**config.mk**
```make
export PLATFORM = sky130hd
export DESIGN_NAME = sdp_ram_fifo_ctrl
export DESIGN_NICKNAME = d
export VERILOG_FILES = /design/src/rtl/sdp_ram_fifo_ctrl.sv
export SDC_FILE = /design/constraint.sdc
export NUM_CORES = 1
export LEC_CHECK = 0
export BUFFER_PORTS_ARGS = -buffer_cell sky130_fd_sc_hd__buf_2
export CAP_MARGIN = 30
export CORE_ASPECT_RATIO = 1.4
export CORE_MARGIN = 10
export CORE_UTILIZATION = 35
export DETAILED_ROUTE_END_ITERATION = 16
export PLACE_DENSITY = 0.61
export SLEW_MARGIN = 10
export SYNTH_ARGS = -nofsm -noshare
export SYNTH_HDL_FRONTEND = slang
export SYNTH_SLANG_ARGS = --single-unit
```
**constraint.sdc**
```tcl
create_clock -name clk -period 9.2 [get_ports clk]
set_input_delay 0.92 -clock clk [delete_from_list [all_inputs] [get_ports clk]]
set_output_delay 0.92 -clock clk [all_outputs]
set_load 0.01 [all_outputs]
```
**src/rtl/sdp_ram_fifo_ctrl.sv**
```systemverilog
// sdp_ram_fifo_ctrl
//   Single-clock FIFO controller for an external simple dual-port RAM.
//   Both sides use valid/ready streams. A small circular prefetch buffer of
//   RAM_LATENCY+1 words hides the RAM read latency, so the FIFO sustains
//   one word per cycle. RAM_LATENCY is 1 (RAM output register off) or
//   2 (RAM output register on).
//
//   Optional build macro:
//     SDP_FIFO_FLUSH_EN - adds a synchronous, active-high 'flush' input.
//       A flush clears the pointers, the counters and the prefetch buffer.
//       Reads that are still in flight are dropped when they return.
//       Without the macro, only rst_n clears state.
module sdp_ram_fifo_ctrl #(
  parameter int DATA_WIDTH  = 8,
  parameter int ADDR_WIDTH  = 9,
  parameter int RAM_LATENCY = 2,
  parameter int AFULL_LEVEL = 2**ADDR_WIDTH - 4
) (
  input  logic                  clk,
  input  logic                  rst_n,
  input  logic                  s_valid,
  output logic                  s_ready,
  input  logic [DATA_WIDTH-1:0] s_data,
  output logic                  m_valid,
  input  logic                  m_ready,
  output logic [DATA_WIDTH-1:0] m_data,
  output logic                  ram_we,
  output logic [ADDR_WIDTH-1:0] ram_waddr,
  output logic [DATA_WIDTH-1:0] ram_wdata,
  output logic                  ram_re,
  output logic [ADDR_WIDTH-1:0] ram_raddr,
  input  logic [DATA_WIDTH-1:0] ram_rdata,
  output logic [ADDR_WIDTH+1:0] level,
  output logic                  almost_full
`ifdef SDP_FIFO_FLUSH_EN
  ,
  input  logic                  flush
`endif
);

  localparam int DEPTH     = 2**ADDR_WIDTH;
  localparam int BUF_DEPTH = RAM_LATENCY + 1;
  localparam int BUF_AW    = $clog2(BUF_DEPTH);
  localparam int CNT_W     = ADDR_WIDTH + 1;
  localparam int LVL_W     = ADDR_WIDTH + 2;

  localparam logic [CNT_W-1:0]  RAM_FULL  = CNT_W'(DEPTH);
  localparam logic [LVL_W-1:0]  BUF_FULL  = LVL_W'(BUF_DEPTH);
  localparam logic [LVL_W-1:0]  AFULL_THR = LVL_W'(AFULL_LEVEL);
  localparam logic [BUF_AW-1:0] BUF_LAST  = BUF_AW'(BUF_DEPTH - 1);

  // Counts the outstanding reads held in the in-flight valid shift register.
  function automatic logic [LVL_W-1:0] count_ones(input logic [RAM_LATENCY-1:0] v);
    logic [LVL_W-1:0] n;
    n = '0;
    for (int i = 0; i < RAM_LATENCY; i++) n = n + LVL_W'(v[i]);
    return n;
  endfunction

  // Advances a circular pointer for the prefetch buffer. The depth does not
  // have to be a power of two.
  function automatic logic [BUF_AW-1:0] buf_inc(input logic [BUF_AW-1:0] p);
    return (p == BUF_LAST) ? '0 : p + 1'b1;
  endfunction

  // ---------------------------------------------------------------------
  // State
  // ---------------------------------------------------------------------
  logic [ADDR_WIDTH-1:0]  wptr_q, wptr_d;
  logic [ADDR_WIDTH-1:0]  rptr_q, rptr_d;
  logic [CNT_W-1:0]       ram_cnt_q, ram_cnt_d;
  logic [RAM_LATENCY-1:0] vld_q, vld_d;
  logic [BUF_AW-1:0]      buf_head_q, buf_head_d;
  logic [BUF_AW-1:0]      buf_tail_q, buf_tail_d;
  logic [BUF_AW:0]        buf_cnt_q, buf_cnt_d;
  logic [DATA_WIDTH-1:0]  buf_mem_q [BUF_DEPTH];
  logic                   almost_full_q, almost_full_d;
  logic [LVL_W-1:0]       level_d;

  logic                   flush_w;
  logic                   wr_acc;
  logic                   issue;
  logic                   push;
  logic                   pop;
  logic [LVL_W-1:0]       inflight;
  logic [LVL_W-1:0]       occ;

`ifdef SDP_FIFO_FLUSH_EN
  assign flush_w = flush;
`else
  assign flush_w = 1'b0;
`endif

  // ---------------------------------------------------------------------
  // Write side: the RAM write is a pass-through of the accepted beat.
  // s_ready depends only on registered state (and on flush), never on
  // m_ready. It stays low while reset is asserted.
  // ---------------------------------------------------------------------
  assign s_ready   = rst_n & ((ram_cnt_q != RAM_FULL) | flush_w);
  assign wr_acc    = s_valid & s_ready & ~flush_w;
  assign ram_we    = wr_acc;
  assign ram_waddr = wptr_q;
  assign ram_wdata = s_data;

  // ---------------------------------------------------------------------
  // Read side: the prefetch buffer feeds the consumer.
  // ---------------------------------------------------------------------
  assign m_valid = (buf_cnt_q != '0);
  assign m_data  = buf_mem_q[buf_head_q];
  assign pop     = m_valid & m_ready & ~flush_w;
  assign push    = vld_q[RAM_LATENCY-1] & ~flush_w;

  // A read may issue only if every word that could land in the buffer
  // still has a slot there. The slots are the words in flight plus the
  // words buffered. A word popped this cycle frees its slot at the same
  // edge, so the limit is raised by one when a pop happens. Without that,
  // steady streaming would stall on every other cycle.
  assign inflight  = count_ones(vld_q);
  assign occ       = inflight + LVL_W'(buf_cnt_q);
  assign issue     = (ram_cnt_q != '0) & (occ < (BUF_FULL + LVL_W'(pop))) & ~flush_w;
  assign ram_re    = issue;
  assign ram_raddr = rptr_q;

  assign level       = LVL_W'(ram_cnt_q) + occ;
  assign almost_full = almost_full_q;

  // Next-state logic for the pointers, the counters and the in-flight tracker.
  // NOTE: always_comb uses blocking '=' and gives every output a default
  // value first, so no path can leave a signal unassigned and infer a latch.
  always_comb begin
    wptr_d     = wptr_q;
    rptr_d     = rptr_q;
    ram_cnt_d  = ram_cnt_q;
    buf_head_d = buf_head_q;
    buf_tail_d = buf_tail_q;
    buf_cnt_d  = buf_cnt_q;
    // The RAM output pipeline advances every clock, so the valid shift
    // register advances every clock as well and never stalls.
    vld_d      = RAM_LATENCY'({vld_q, issue});

    if (wr_acc) wptr_d = wptr_q + 1'b1;
    if (issue)  rptr_d = rptr_q + 1'b1;

    case ({wr_acc, issue})
      2'b10:   ram_cnt_d = ram_cnt_q + 1'b1;
      2'b01:   ram_cnt_d = ram_cnt_q - 1'b1;
      default: ram_cnt_d = ram_cnt_q;
    endcase

    if (push) buf_tail_d = buf_inc(buf_tail_q);
    if (pop)  buf_head_d = buf_inc(buf_head_q);

    case ({push, pop})
      2'b10:   buf_cnt_d = buf_cnt_q + 1'b1;
      2'b01:   buf_cnt_d = buf_cnt_q - 1'b1;
      default: buf_cnt_d = buf_cnt_q;
    endcase

    // Clearing the in-flight valid bits marks the outstanding reads as
    // stale. Their data still returns from the RAM, but it is never pushed.
    if (flush_w) begin
      wptr_d     = '0;
      rptr_d     = '0;
      ram_cnt_d  = '0;
      vld_d      = '0;
      buf_head_d = '0;
      buf_tail_d = '0;
      buf_cnt_d  = '0;
    end
  end

  // The next level is computed ahead of the edge, so the registered
  // almost_full flag lines up with the level it describes.
  always_comb begin
    level_d       = LVL_W'(ram_cnt_d) + count_ones(vld_d) + LVL_W'(buf_cnt_d);
    almost_full_d = (level_d >= AFULL_THR);
  end

  // Control registers: pointers, counters, the in-flight tracker and the flag.
  // NOTE: sequential state uses non-blocking '<=' so that every register
  // samples values from before the edge, whatever order the statements run in.
  always_ff @(posedge clk or negedge rst_n) begin
    if (!rst_n) begin
      wptr_q        <= '0;
      rptr_q        <= '0;
      ram_cnt_q     <= '0;
      vld_q         <= '0;
      buf_head_q    <= '0;
      buf_tail_q    <= '0;
      buf_cnt_q     <= '0;
      almost_full_q <= 1'b0;
    end else begin
      wptr_q        <= wptr_d;
      rptr_q        <= rptr_d;
      ram_cnt_q     <= ram_cnt_d;
      vld_q         <= vld_d;
      buf_head_q    <= buf_head_d;
      buf_tail_q    <= buf_tail_d;
      buf_cnt_q     <= buf_cnt_d;
      almost_full_q <= almost_full_d;
    end
  end

  // Prefetch buffer storage. Returning RAM data is captured at the tail.
  // NOTE: this small array is reset on purpose so that m_data reads 0
  // during reset. Large RAM-style arrays are normally left unreset.
  always_ff @(posedge clk or negedge rst_n) begin
    if (!rst_n) begin
      for (int i = 0; i < BUF_DEPTH; i++) buf_mem_q[i] <= '0;
    end else if (push) begin
      buf_mem_q[buf_tail_q] <= ram_rdata;
    end
  end

endmodule

```
# ---- Word level (Yosys, flattened, before mapping)
# Cells that the tools add are included.
dict set report op_classes {
  addsub 15
  mul 0
  n_div 0
  order_cmp 5
  n_eq_ne 7
  shifts 0
  muxes 10
  bitwise_logic 6
  n_reduce_logical 3
}
# operator count
set ops {}
lappend ops {{bitwise mux 24 bit} 1}
lappend ops {{2-to-1 mux 8 bit} 3}
lappend ops {{case mux 10 bit (2 select lines)} 1}
lappend ops {{adder 9 x 1 -> 9 bit (second input constant)} 2}
lappend ops {{binary-select mux 8 bit (select 2 bit)} 1}
lappend ops {{demux 8 bit (select 2 bit)} 1}
lappend ops {{adder 10 x 2 -> 11 bit} 1}
lappend ops {{adder 10 x 4 -> 11 bit} 1}
lappend ops {{adder 11 x 3 -> 11 bit} 1}
lappend ops {{greater-or-equal comparator 11 x 9 -> 1 bit (second input constant)} 1}
lappend ops {{adder 10 x 1 -> 10 bit (second input constant)} 1}
lappend ops {{inequality test 10 bit (second input constant)} 1}
lappend ops {{nonzero test 10 bit} 1}
lappend ops {{subtractor 10 x 1 -> 10 bit (second input constant)} 1}
lappend ops {{equality test 2 bit (second input constant)} 4}
lappend ops {{greater-or-equal comparator 3 bit (second input constant)} 2}
lappend ops {{NOT 2 -> 3 bit} 2}
lappend ops {{case mux 3 bit (2 select lines)} 1}
lappend ops {{adder 1 x 1 -> 2 bit} 2}
lappend ops {{adder 2 x 1 -> 2 bit (second input constant)} 2}
lappend ops {{adder 2 x 3 -> 4 bit} 1}
lappend ops {{AND 1 bit} 4}
lappend ops {{equality test 2 x 1 -> 1 bit (second input constant)} 2}
lappend ops {{< comparator 4 x 3 -> 1 bit} 1}
lappend ops {{other kinds (7)} 8}
dict set report word_totals {
  regBits 62
  latch_bits 0
  mem_bits_rw 0
  romBits 0
  input_bits 20
  output_inout_bits 50
  wordCells 57
  mem_count 0
}

# ---- Longest topological paths before layout
# Gate-level depths: netlist of the first run.
dict set report logic_depth {
  depth_word 10
  mapped_depth 23
  depth_no_buf 20
}

# ---- Worst setup path before layout of the first run
# OpenSTA, ideal clock, no wires.
dict set report synth_path {
  kind {register to register}
  from {reg buf_cnt_q[0]}
  to {reg almost_full_q (netlist: almost_full)}
  setup_ps 66
  arrival_time_ps 5201
  required_ps 9134
  path_slack_ps 3933
  stages_incl_launch_ff 23
  n_path_buf 3
  period_less_slack_ps 5267
  cell_sequence {dfrtp_1 > inv_1 > fa_1 > inv_1 > ha_1 > ha_1 > a21o_1 > a2111oi_4 > buf_6 > ha_1 > buf_1 > clkbuf_1 > xnor2_1 > inv_1 > fa_1 > inv_1 > ha_1 > fa_1 > a21o_1 > a21oi_1 > xnor2_1 > a2111oi_0 > a22o_1}
}
dict set report synth_between {
  elab_chain_cells 10
  elab_cells_between_ends 18
  classes_between {7 x add/sub; 2 x order compare; 4 x eq/ne; 2 x mux; 2 x bitwise; 1 x reduce/logical}
}
# element line_no
set synth_lines {}
lappend synth_lines {{start, declared} 75} ;# logic [BUF_AW:0] buf_cnt_q, buf_cnt_d;
lappend synth_lines {{start signal, assigned} 199} ;# buf_cnt_q <= buf_cnt_d;
lappend synth_lines {{nonzero test 3 bit} 108} ;# assign m_valid = (buf_cnt_q != '0);
lappend synth_lines {{AND 1 bit} 110} ;# assign pop = m_valid & m_ready & ~flush_w;
lappend synth_lines {{adder 2 x 1 -> 3 bit} 120} ;# assign issue = (ram_cnt_q != '0) & (occ < (BUF_FULL + LVL_W'(pop))) & ~flush_w;
lappend synth_lines {{< comparator 4 x 3 -> 1 bit *} 120}
lappend synth_lines {{AND 1 bit *} 120}
lappend synth_lines {{named net ram_re} 30} ;# output logic ram_re,
lappend synth_lines {{equality test 2 x 1 -> 1 bit or equality test 2 bit (tied branches)} 144} ;# case ({wr_acc, issue})
lappend synth_lines {{case mux 10 bit (2 select lines) *} 144}
lappend synth_lines {{named net ram_cnt_d[0]} 71} ;# logic [CNT_W-1:0] ram_cnt_q, ram_cnt_d;
lappend synth_lines {{adder 10 x 2 -> 11 bit *} 175} ;# level_d = LVL_W'(ram_cnt_d) + count_ones(vld_d) + LVL_W'(buf_cnt_d);
lappend synth_lines {{adder 11 x 3 -> 11 bit *} 175}
lappend synth_lines {{greater-or-equal comparator 11 x 9 -> 1 bit *} 176} ;# almost_full_d = (level_d >= AFULL_THR);
lappend synth_lines {{named net almost_full_d} 77} ;# logic almost_full_q, almost_full_d;
lappend synth_lines {{end signal, assigned} 200} ;# almost_full_q <= almost_full_d;
lappend synth_lines {{end, declared} 77}
# The timed path passes the listed nets; every way through them passes the cells marked *.
# A chain may end at the register's enable or synchronous reset.

# ---- Worst setup path after layout of the first run
dict set report layout_path {
  from {reg buf_cnt_q[0]}
  to {reg almost_full_q (netlist: almost_full)}
}
dict set report layout_between {
  elab_chain_cells 10
  elab_cells_between_ends 18
  classes_between {7 x add/sub; 2 x order compare; 4 x eq/ne; 2 x mux; 2 x bitwise; 1 x reduce/logical}
}
# element line_no
set layout_lines {}
lappend layout_lines {{nonzero test 3 bit} 108}
lappend layout_lines {{AND 1 bit} 110}
lappend layout_lines {{adder 2 x 1 -> 3 bit} 120}
lappend layout_lines {{< comparator 4 x 3 -> 1 bit *} 120}
lappend layout_lines {{AND 1 bit *} 120}
lappend layout_lines {{equality test 2 x 1 -> 1 bit or equality test 2 bit (tied branches)} 144}
lappend layout_lines {{case mux 10 bit (2 select lines) *} 144}
lappend layout_lines {{named net ram_cnt_d[1]} 71}
lappend layout_lines {{adder 10 x 2 -> 11 bit *} 175}
lappend layout_lines {{adder 11 x 3 -> 11 bit *} 175}
lappend layout_lines {{greater-or-equal comparator 11 x 9 -> 1 bit *} 176}
lappend layout_lines {{named net almost_full_d} 77}
# Marks and branches as above.

==> results of run 1 <==
==> through the flow <==
| step | setup slack (ps) | hold WS (ps) |
|---|---|---|
| floorplan | 3930 | 380 |
| global placement | 3550 | 392 |
| global route | 2960 | 433 |
| detailed placement | 3360 | 410 |
| finish | 3350 | 411 |
| CTS | 3350 | 420 |
==> worst paths after layout <==
kind / startpoint / to / slack [ps] / cells past startpoint
max in group asynchronous: rst_n / buf_mem_q[21]$_DFFE_PN0P_ / 7730 / 2
worst max register to register: buf_cnt_q[0]$_DFF_PN0_ / almost_full$_DFF_PN0_ / 3350 / 17
min in group asynchronous: rst_n / buf_head_q[0]$_DFFE_PN0N_ / 550 / 1
worst max-delay path: buf_cnt_q[0]$_DFF_PN0_ / almost_full$_DFF_PN0_ / 3350 / 17
worst min-delay path: vld_q[0]$_DFF_PN0_ / vld_q[1]$_DFF_PN0_ / 410 / 0
worst min register to register: vld_q[0]$_DFF_PN0_ / vld_q[1]$_DFF_PN0_ / 410 / 0
==> cell usage after synthesis, types with 2 or more instances <==
cell type | number | area [um^2]
mux2i_1 | 8 | 80.1
dfrtp_1 | 62 | 1550
o41ai_1 | 2 | 17.5
inv_1 | 14 | 52.6
nand4_1 | 12 | 75.1
nand3_1 | 3 | 15.0
clkbuf_1 | 8 | 30.0
a2111oi_0 | 2 | 17.5
o211ai_1 | 2 | 15.0
fa_1 | 6 | 120
o21ai_0 | 15 | 75.1
nor2_1 | 12 | 45.0
buf_4 | 8 | 60.1
mux2_1 | 2 | 22.5
ha_1 | 25 | 313
and3_1 | 7 | 43.8
mux2_2 | 27 | 304
nand2_1 | 29 | 109
nor4_1 | 2 | 12.5
nor3_1 | 9 | 45.0
xor2_1 | 15 | 131
nor2b_1 | 6 | 37.5
and2_1 | 2 | 12.5
buf_1 | 2 | 7.51
o21ai_1 | 3 | 15.0
a21oi_1 | 9 | 45.0
xnor2_1 | 22 | 193
a21o_1 | 10 | 75.1
==> critical path, stage by stage (launching register included) <==
cell	delay [ps]
dfrtp_1	420
inv_1	80
fa_1	350
inv_1	80
ha_1	270
ha_1	300
a21o_1	190
a2111oi_4	740
ha_1	600
fa_1	490
mux2_2	280
ha_1	340
fa_1	460
a21o_1	190
a21oi_1	250
xnor2_1	90
a2111oi_0	420
a22o_1	210
==> routing by layer <==
layer / track usage / up-vias / wire, um
met2: 0.201 / 52 / 4330
met1: 0.130 / 1357 / 3590
met3: 0.0363 / 12 / 457
li1: - / 1330 / -
met5: 0 / - / 0
met4: 0.0487 / 0 / 161
==> cell usage in the layout (no fill, tap or decap), types with 2 or more instances in the layout <==
cell       Yosys  layout
a21o_1        10      10
dfrtp_1       62      62
mux2_2        27      27
inv_1         14      14
nor4_1         2       2
o21ai_0       15      15
o41ai_1        2       2
buf_2          0      53
nor2b_1        6       6
clkinv_2       0       3
nand4_1       12      12
clkbuf_16      0       9
nand3_1        3       3
fa_1           6       6
mux2i_1        8       8
o21ai_1        3       3
buf_4          8       2
and2_1         2       2
xnor2_1       22      22
nor2_1        12      12
clkbuf_8       0       2
ha_1          25      25
nand2_1       29      29
and3_1         7       7
o211ai_1       2       2
mux2_1         2       2
nor3_1         9       9
xor2_1        15      15
a2111oi_0      2       2
a21oi_1        9       9
==> flip-flops by register name, indices dropped and copies added, names as in the netlist <==
signal       cells
ram_waddr        9
vld_q            2
almost_full      1
buf_mem_q       24
ram_raddr        9
buf_head_q       2
ram_cnt_q       10
buf_tail_q       2
buf_cnt_q        3
==> final cells by class <==
cell class,count,area share
multi-input cells,252,0.461
flip-flops and latches,62,0.353
repair buffers,55,0.0637
clock buffers,12,0.0583
well taps,138,0.0393
inverters,16,0.0148
clock inverters,4,0.0102
==> cells by family after synthesis <==
kind of cell               count (synthesis)  share of synthesized area
buffers and inverters                     35                     0.0463
muxes                                     37                      0.108
adders and majority gates                 31                      0.115
DFF                                       62                      0.413
xor gates and xnor gates                  37                     0.0864
and+or+nand+nor                           92                      0.127
AOI/OAI and AO/OA                         55                      0.103
==> impl_metrics.ini, run 1 <==
[run_status]
status = complete, no violations

[layout]
design_area_um2 = 4400
seq_area_um2 = 1550
final_core_util = 0.423
area_delta_synth_final_pct = 17.2
layoutNonFillerInstCount = 539
layout-drive-gt1-share = 0.257
multiInputGateArea_um2 = 2030
antenna_cells = 0
fin_nets = 447
fillerInstances = 998

[worst_setup_path]
crit_path_max_fanout = 13
critical_path_class = flop to flop
cp.required_ps = 9460
end_kind = flop
start_kind = flop
cp_data_arrival_time_ps = 6110

[sta]
max_slew_margin = 0.498
worst_pin_slew_ps = 753
fin_skew_ps = 4.60
final_max_slew_viol_count = 0
max_clock_freq_mhz = 171
rsz0062_at_grt = no
fin_crit_ps = 5850
final-hold-violation-count = 0
fin_crit_sh = 0.635
tns_ps = 0
setup_viol = 0

[die]
io_pins = 70
start_util = 0.361
rows = 44
die_area_um2 = 15300
core_area_um2 = 10400
fp.dieW_um = 108
die_h_um = 143

[route]
dr.pass1.iters = 4
drc = 0
wl_per_cell_um = 15.8
vias = 2751
dr.first_iter.drc_count = 112
drt_wl_total_um = 8540
postRouteAntennaNets = 0
via_per_inst = 5.10

[job]
max_cap_viol_count = 0

[global_route]
grt_remaining_overflow = 0
grt_first_pass_wirelength_um = 14400
antenna_found_initial = 0
first_global_vias = 2914
grtUsageTotal = 0.117
grt_max_degree = 44

[placed_design]
hpwl_um = 6600
dp_cells = 523
placement.io_buffers = 53
place_area_um2 = 4100
routabilityCongestion = 0.799

[clocking]
cts_tree = done
cts_max_level = 3
cts_setup_buffers = 0
clk_pin_slew_ps = 50
cts_root_buf = clkbuf_16
clock-sinks = 62
numCtsBuffers = 9
post_cts_resized = 0
cts_buffer_depth = 2
holdBufCountCts = 0
worstSkewPairLatency_ps = 330

[synth]
avgSynthCellArea_um2 = 10.8
ys.flop_type = dfrtp_1
synth_edf_count = 0
syn_nets = 400
syn-cell-area_um2 = 3750
yosysUniqueCellTypes = 53
synth-seq-cells = 62
async_flop_share = 1.00
yosys_warnings = 0
yosysSeqAreaShare = 0.413
netlist_instances = 349

[worst_hold_path]
worstHoldPathType = flop to flop
Power of run 1 is not shown: default switching activity piles up to over one toggle a cycle in this logic, so the estimate is an artifact.
==> run 2, diff against run 1 <==
PLACE_DENSITY = 0.63   (was 0.61)
clock period = 5.2 ns   (was 9.2 ns; I/O delays follow)
==> impl_metrics.ini, run 2 (same netlist as run 1, synthesis figures left out) <==
[sta]
tns_ps = 0
final_max_slew_viol_count = 0
rsz0062_at_grt = no
fin_crit_ps = 4930
setup_viol = 0
max_clock_freq_mhz = 203
final-hold-violation-count = 0
fin_skew_ps = 4.69
fin_ws_ps = 272
max_slew_margin = 0.470
worst_pin_slew_ps = 795
fin_crit_sh = 0.948

[die]
io_pins = 70
die_h_um = 143
fp.dieW_um = 108
core_area_um2 = 10400
rows = 44
die_area_um2 = 15300
start_util = 0.361

[global_route]
grt_first_pass_wirelength_um = 13600
antenna_found_initial = 0
grtUsageTotal = 0.112
grt_remaining_overflow = 0
grt_max_degree = 64
first_global_vias = 2744

[layout]
seq_area_um2 = 1550
layoutNonFillerInstCount = 542
area_delta_synth_final_pct = 17.1
top_regs = buf_mem_q (24), ram_cnt_q (10)
final_cell_mix = 61 x dfrtp_1, 53 x buf_2, 29 x nand2_1, 27 x mux2_2, 25 x ha_1
layout-drive-gt1-share = 0.265
multiInputGateArea_um2 = 2030
final_common_cell = dfrtp_1
largest_reg_flops = 24
fillerInstances = 991
fin_nets = 450
final_core_util = 0.422
largest-register = buf_mem_q
antenna_cells = 0

[worst_hold_path]
worstHoldPathType = flop to flop

[worst_setup_path]
cp_data_arrival_time_ps = 5190
crit_path_max_fanout = 3
start_kind = flop
cp.required_ps = 5460
end_kind = flop
critical_path_class = flop to flop

[clocking]
cts_setup_buffers = 0
clock-sinks = 62
holdBufCountCts = 0
cts_tree = done
cts_max_level = 3
post_cts_resized = 0
clk_pin_slew_ps = 50
cts_buffer_depth = 2
cts_root_buf = clkbuf_16
worstSkewPairLatency_ps = 320
numCtsBuffers = 9

[route]
drt_wl_total_um = 8310
postRouteAntennaNets = 0
vias = 2699
drc = 0
via_per_inst = 4.98
wl_per_cell_um = 15.3
dr.first_iter.drc_count = 56
dr.pass1.iters = 4

[placed_design]
dp_slack_ps = 192
dp_cells = 526
hpwl_um = 6290
routabilityCongestion = 0.838
placement.io_buffers = 53

[job]
max_cap_viol_count = 0

[run_status]
status = complete, no violations
==> run 2: cell types whose count changed in the layout (fill, tap and decap cells not counted), sizes merged <==
| cell | before | now |
|---|---|---|
| buf | 55 | 58 |
| bufinv | 1 | 0 |
| clkinvlp | 0 | 1 |
==> run 2: final timing paths <==
check                                            to  depth (start not counted)  slack [ps]                from
hold / removal                   vld_q[1]$_DFF_PN0_                          0         420  vld_q[0]$_DFF_PN0_
setup reg to reg              almost_full$_DFF_PN0_                         17         270  vld_q[0]$_DFF_PN0_
max in group asynchronous    buf_cnt_q[0]$_DFF_PN0_                          2        4190               rst_n
hold reg to reg                  vld_q[1]$_DFF_PN0_                          0         420  vld_q[0]$_DFF_PN0_
min in group asynchronous  buf_mem_q[4]$_DFFE_PN0P_                          2         440               rst_n
setup / recovery              almost_full$_DFF_PN0_                         17         270  vld_q[0]$_DFF_PN0_
==> run 2: worst max-delay path: stages, from the launching register on <==
cell and delay (ps):
dfrtp_1 370, inv_1 70, fa_1 400, inv_1 80, ha_1 270, ha_1 290, a21o_1 190, a2111oi_4 360
ha_1 250, fa_1 430, mux2_2 290, ha_1 340, fa_1 480, a21o_1 210, a21oi_2 170, xnor2_1 80
a2111oi_1 380, a22o_1 200
==> run 2: per-stage QoR <==
step	hold WS [ps]	instance area, um^2
after global placement	406	4120
after floorplan	224	3750
after CTS	422	4390
after detailed placement	412	4120
after global routing	449	4390
final	422	4390
==> run 2: final cells by class <==
cell class | instances | share of cell area
Clock buffer | 12 | 0.0561
Clock inverter | 4 | 0.00513
Inverter | 16 | 0.0148
Multi-Input combinational cell | 252 | 0.462
Sequential cell | 62 | 0.353
Tap cell | 138 | 0.0393
Timing Repair Buffer | 58 | 0.0689
==> run 2: layer usage <==
metal,up-vias,share of wire,global-route usage
met2,57,0.46,0.170
li1,1332,-,-
met4,0,0.023,0.0529
met3,13,0.070,0.0481
met5,-,0,0
met1,1297,0.44,0.131
Power of run 2 is left out for the same reason.
